<file path="src/rtl/arya_pipe_pkg.sv">
// Shared types and constants for the Arya five-stage pipeline control blocks.
// Holds the sequencer FSM states, the hard-wired zero register and the default memory timeout.
package arya_pipe_pkg;

   typedef enum logic {
      RUN      = 1'b0,
      MEM_WAIT = 1'b1
   } pipe_state_e;

   localparam int REG_ZERO            = 0;
   localparam int DEFAULT_MEM_TIMEOUT = 64;

endpackage

</file>
<file path="src/rtl/raw_hazard_detect.sv">
// Combinational RAW comparator: flags when either decode source matches an in-flight writer.
// Register zero is hard-wired and never produces a hazard.
module raw_hazard_detect
   import arya_pipe_pkg::*;
#(
   parameter int ADDR_WIDTH = 5
) (
   input  logic [ADDR_WIDTH-1:0] rs1_addr,
   input  logic                  rs1_used,
   input  logic [ADDR_WIDTH-1:0] rs2_addr,
   input  logic                  rs2_used,
   input  logic [ADDR_WIDTH-1:0] ex_wr_addr,
   input  logic                  ex_wr_en,
   input  logic [ADDR_WIDTH-1:0] mem_wr_addr,
   input  logic                  mem_wr_en,
   output logic                  raw
);

   function automatic logic src_hazard(input logic [ADDR_WIDTH-1:0] rs, input logic used);
      return used && (rs != ADDR_WIDTH'(REG_ZERO)) &&
             ((ex_wr_en && (ex_wr_addr == rs)) || (mem_wr_en && (mem_wr_addr == rs)));
   endfunction

   assign raw = src_hazard(rs1_addr, rs1_used) || src_hazard(rs2_addr, rs2_used);

endmodule

</file>
<file path="src/rtl/pipe_hazard_ctrl.sv">
// Central pipeline sequencer: RAW stalls, taken-branch flushes and memory-wait freezes.
// Optional performance counters are built when HAZARD_PERF_CNT_EN is defined.
module pipe_hazard_ctrl
   import arya_pipe_pkg::*;
#(
   parameter int REGFILE_ADDR_WIDTH = 5,
   parameter int MEM_TIMEOUT        = DEFAULT_MEM_TIMEOUT
`ifdef HAZARD_PERF_CNT_EN
   ,
   parameter int CNT_WIDTH          = 32
`endif
) (
   input  logic                          clk,
   input  logic                          reset,
   input  logic [REGFILE_ADDR_WIDTH-1:0] id_rs1_addr,
   input  logic [REGFILE_ADDR_WIDTH-1:0] id_rs2_addr,
   input  logic                          id_rs1_used,
   input  logic                          id_rs2_used,
   input  logic [REGFILE_ADDR_WIDTH-1:0] ex_wr_addr,
   input  logic                          ex_wr_en,
   input  logic [REGFILE_ADDR_WIDTH-1:0] mem_wr_addr,
   input  logic                          mem_wr_en,
   input  logic                          branch_taken,
   input  logic                          mem_req,
   input  logic                          mem_ready,
   output logic                          pc_en,
   output logic                          if_id_en,
   output logic                          id_ex_en,
   output logic                          ex_mem_en,
   output logic                          if_id_flush,
   output logic                          id_ex_flush,
   output logic                          mem_timeout
`ifdef HAZARD_PERF_CNT_EN
   ,
   output logic [CNT_WIDTH-1:0]          stall_cnt,
   output logic [CNT_WIDTH-1:0]          flush_cnt,
   output logic [CNT_WIDTH-1:0]          memwait_cnt
`endif
);

   localparam int WAIT_W = (MEM_TIMEOUT > 2) ? $clog2(MEM_TIMEOUT) : 1;

   pipe_state_e       state;
   pipe_state_e       next_state;
   logic [WAIT_W-1:0] wait_cnt;
   logic              timeout_q;
   logic              raw;
   logic              mem_timeout_fire;
   logic              mem_hold;

   raw_hazard_detect #(
      .ADDR_WIDTH (REGFILE_ADDR_WIDTH)
   ) u_raw (
      .rs1_addr    (id_rs1_addr),
      .rs1_used    (id_rs1_used),
      .rs2_addr    (id_rs2_addr),
      .rs2_used    (id_rs2_used),
      .ex_wr_addr  (ex_wr_addr),
      .ex_wr_en    (ex_wr_en),
      .mem_wr_addr (mem_wr_addr),
      .mem_wr_en   (mem_wr_en),
      .raw         (raw)
   );

   // The timeout cycle is treated as a completed access so the pipe is never frozen longer than MEM_TIMEOUT.
   assign mem_timeout_fire = (state == MEM_WAIT) && (wait_cnt == WAIT_W'(MEM_TIMEOUT - 1));
   assign mem_hold         = mem_req && !mem_ready && !mem_timeout_fire;
   assign mem_timeout      = timeout_q && !reset;

   always_comb begin
      next_state  = state;
      pc_en       = 1'b1;
      if_id_en    = 1'b1;
      id_ex_en    = 1'b1;
      ex_mem_en   = 1'b1;
      if_id_flush = 1'b0;
      id_ex_flush = 1'b0;
      if (reset) begin
         if_id_flush = 1'b1;
         id_ex_flush = 1'b1;
      end else if (mem_hold) begin
         pc_en     = 1'b0;
         if_id_en  = 1'b0;
         id_ex_en  = 1'b0;
         ex_mem_en = 1'b0;
      end else if (branch_taken) begin
         if_id_flush = 1'b1;
         id_ex_flush = 1'b1;
      end else if (raw) begin
         pc_en       = 1'b0;
         if_id_en    = 1'b0;
         id_ex_flush = 1'b1;
      end
      case (state)
         RUN:      if (mem_hold) next_state = MEM_WAIT;
         MEM_WAIT: if (mem_ready || mem_timeout_fire) next_state = RUN;
         default:  next_state = RUN;
      endcase
   end

   // The wait counter is held at zero in RUN, so it starts from zero on every MEM_WAIT entry.
   always_ff @(posedge clk) begin
      if (reset) begin
         state     <= RUN;
         wait_cnt  <= '0;
         timeout_q <= 1'b0;
      end else begin
         state     <= next_state;
         timeout_q <= timeout_q | mem_timeout_fire;
         if (state == RUN) wait_cnt <= '0;
         else              wait_cnt <= wait_cnt + WAIT_W'(1);
      end
   end

`ifdef HAZARD_PERF_CNT_EN
   logic [CNT_WIDTH-1:0] stall_q;
   logic [CNT_WIDTH-1:0] flush_q;
   logic [CNT_WIDTH-1:0] memwait_q;
   logic                 stall_ev;
   logic                 flush_ev;

   assign stall_ev    = !mem_hold && !branch_taken && raw;
   assign flush_ev    = !mem_hold && branch_taken;
   assign stall_cnt   = reset ? '0 : stall_q;
   assign flush_cnt   = reset ? '0 : flush_q;
   assign memwait_cnt = reset ? '0 : memwait_q;

   always_ff @(posedge clk) begin
      if (reset) begin
         stall_q   <= '0;
         flush_q   <= '0;
         memwait_q <= '0;
      end else begin
         if (stall_ev && (stall_q != '1))   stall_q   <= stall_q + CNT_WIDTH'(1);
         if (flush_ev && (flush_q != '1))   flush_q   <= flush_q + CNT_WIDTH'(1);
         if (mem_hold && (memwait_q != '1)) memwait_q <= memwait_q + CNT_WIDTH'(1);
      end
   end
`endif

endmodule

</file>
<file path="config.mk">
export PLATFORM = sky130hd
export DESIGN_NAME = pipe_hazard_ctrl
export DESIGN_NICKNAME = d
export VERILOG_FILES = /design/src/rtl/arya_pipe_pkg.sv /design/src/rtl/raw_hazard_detect.sv /design/src/rtl/pipe_hazard_ctrl.sv
export SDC_FILE = /design/constraint.sdc
export NUM_CORES = 1
export LEC_CHECK = 0
export ABC_AREA = 1
export BUFFER_PORTS_ARGS = -buffer_cell sky130_fd_sc_hd__buf_4
export CORE_MARGIN = 4
export CORE_UTILIZATION = 49
export CTS_CLUSTER_SIZE = 10
export DETAILED_ROUTE_END_ITERATION = 8
export PLACE_DENSITY = 0.95
export SLEW_MARGIN = 20
export SYNTH_ARGS = -nofsm -noshare
export SYNTH_HDL_FRONTEND = slang
export SYNTH_SLANG_ARGS = --single-unit
</file>
<file path="constraint.sdc">
create_clock -name clk -period 2.2 [get_ports clk]
set_input_delay 0.11 -clock clk [delete_from_list [all_inputs] [get_ports clk]]
set_output_delay 0.11 -clock clk [all_outputs]
set_load 0.01 [all_outputs]
</file>
==> flow_summary.json <==
{
  "status": "finished, final reports clean",
  "final_hold_viol_count": 0,
  "reg2reg_from": "wait_cnt[0]",
  "grt_overflow": 0,
  "tightest_slew_ps": 237,
  "critical_path_buf_inv_count": 3,
  "slowest_stage": "dfxtp_1",
  "clockRootBuffer": "clkbuf_4",
  "rsz0062_at_grt": "false",
  "cts_tree": "yes",
  "cts_hold_buffers": 0,
  "grt_max_degree": 7,
  "finalCritPeriodShare": 0.789,
  "synth_warnings": 0,
  "grt_pass1_vias": 898,
  "cts_resized": 0,
  "die_area_mm2": 0.00234,
  "cts_htree_levels": 1,
  "crit_path_start": "wait_cnt[0]",
  "fin_crit_ps": 1740,
  "power_mw": 0.395,
  "dr.pass1.iters": 4,
  "areaGrowthSynthToFinish_pct": 36.3,
  "critical_path_cell_count": 12,
  "drive_gt1_frac": 0.246,
  "max_slew_margin": 0.841,
  "cts_inserted_buffers": 3,
  "start_util": 0.525,
  "postCtsSetupBuffers": 0,
  "detail-route-antenna-nets": 0,
  "clk_path_buf_depth": 2,
  "avgSynthCellArea_um2": 5.17,
  "critPathTopFamily": "simple AND/OR/NAND/NOR gates",
  "clock_latency_ps": 250,
  "start_kind": "flop",
  "diodes": 0,
  "avgRoutedWirePerCell_um": 9.81,
  "setup_viol": 0,
  "tns_ps": 0,
  "drt-total-wl_mm": 2.03,
  "synthesis.instances": 155,
  "grtUsageTotal": 0.169,
  "viasPerCell": 4.71,
  "final_area_mm2": 0.00109,
  "cpMostUsedCell": "nand2_1",
  "die_w_um": 48.4,
  "clk_pin_slew_ps": 60,
  "first_iter_violations": 38,
  "rows": 14,
  "ioPinCount": 36,
  "chipHeight_um": 48.4,
  "seq_area_um2": 160,
  "cp.arrival_ps": 1630,
  "required_ps": 2090,
  "multi_input_area_um2": 509,
  "cp_max_fo": 3,
  "coreArea_mm2": 0.00152,
  "max_freq_mhz": 576,
  "critPathKind": "reg -> out",
  "postLayoutCoreUtil": 0.716,
  "n_fill_cell": 136,
  "vias": 975,
  "place_area_mm2": 0.00107,
  "synth_cell_types": 18,
  "final_max_slew_viol_count": 0,
  "leakagePower_nw": 0.671,
  "dp_hpwl_mm": 1.79,
  "rr_endpoint": "state",
  "endpoint": "id_ex_flush",
  "powerDensity_mw_per_mm2": 362,
  "reg2reg_depth": 8,
  "grt_pass1_wl_mm": 3.33,
  "routabilityCongestion": 0.826,
  "syn_nets": 185,
  "irDropWorstVdd_uv": 188,
  "end_kind": "primary output",
  "r2r_slack_ps": 1010,
  "yosys_register_bits": 8,
  "hold_ws_ps": 77.6,
  "crit_chain": "ha_1, nand2_1, inv_2, nand2_2, nor2_4, nand3_2, nand3_2, nor2_4, inv_2, nand2_1, nand2_1, buf_4",
  "clock_skew_ps": 1.66,
  "maxCapViolCount": 0,
  "ys_seq_area_frac": 0.200,
  "grt_antenna_before_repair": 0,
  "numPortBuffers": 35,
  "synth_area_um2": 801,
  "drc": 0,
  "min_path_type": "in -> reg",
  "finalNetCount": 223,
  "max_stage_delay_ps": 320,
  "cts_sinks": 8
}
==> layout by cell type, fill, tap and decap left out, drive strengths merged <==
| master | n |
|---|---|
| nand3 | 7 |
| o21ai | 3 |
| buf | 35 |
| and3 | 1 |
| a21oi | 3 |
| ha | 1 |
| nor2 | 26 |
| nand2 | 66 |
| inv | 31 |
| o211ai | 1 |
| clkbuf | 3 |
| nand4 | 2 |
| dfxtp | 8 |
| nor3 | 2 |
| nor3b | 2 |
==> how the worst min path moves through the flow <==
stage	startpoint	end	slack, ps	cells after the start
after CTS	reset	timeout_q	80	2
after global routing	reset	state	90	2
after global placement	reset	state	340	2
final	reset	timeout_q	80	2
after detailed placement	reset	timeout_q	330	2
after floorplan	reset	timeout_q	180	1
==> layer usage <==
| layer | share of wire | track usage | vias to the layer above |
|---|---|---|---|
| met5 | 0 | 0 | - |
| met4 | 0.013 | 0.0645 | 0 |
| met3 | 0.056 | 0.0184 | 4 |
| met2 | 0.53 | 0.328 | 30 |
| met1 | 0.40 | 0.180 | 410 |
| li1 | - | - | 531 |
==> cell usage after synthesis <==
cell / number / area share
nand2_1: 65 / 0.30
inv_1: 28 / 0.13
nor2_1: 23 / 0.11
dfxtp_1: 8 / 0.20
nand3_1: 5 / 0.031
a21oi_1: 3 / 0.019
inv_2: 3 / 0.014
nor2_4: 3 / 0.042
o21ai_0: 3 / 0.019
buf_4: 2 / 0.019
nand3_2: 2 / 0.025
nand4_1: 2 / 0.016
nor3_1: 2 / 0.013
nor3b_1: 2 / 0.019
and3_1: 1 / 0.0078
ha_1: 1 / 0.016
nand2_2: 1 / 0.0078
o211ai_1: 1 / 0.0094
==> state kept, by name (all words and copies together), names as in the netlist <==
| register | count |
|---|---|
| wait_cnt | 6 |
| state | 1 |
| timeout_q | 1 |
==> layout make-up <==
class	count	share of cell area
Clock buffer	3	0.0206
Inverter	31	0.107
Multi-Input combinational cell	114	0.467
Sequential cell	8	0.147
Tap cell	16	0.0183
Timing Repair Buffer	35	0.241
==> per-stage QoR <==
stage | setup slack, ps | cells
6_report | 465 | 207
5_1_grt | 316 | 207
4_1_cts | 447 | 207
3_5_place_dp | 719 | 204
3_3_place_gp | 789 | 204
2_1_floorplan | 711 | 155
==> cell families after synthesis <==
family / share of synthesized area
AND/OR/NAND/NOR: 0.573
buffers and inverters: 0.164
flip-flops: 0.200
adder cells (fa/ha/maj): 0.0156
AO/OA/AOI/OAI: 0.0469
==> report_power, final <==
part	switching, mW	internal (mW)
Clock	0.0498	0.0624
Sequential	0.00132	0.146
Combinational	0.0690	0.0656
Total	0.120	0.275
Note: power is estimated with default switching activity, not from simulation.
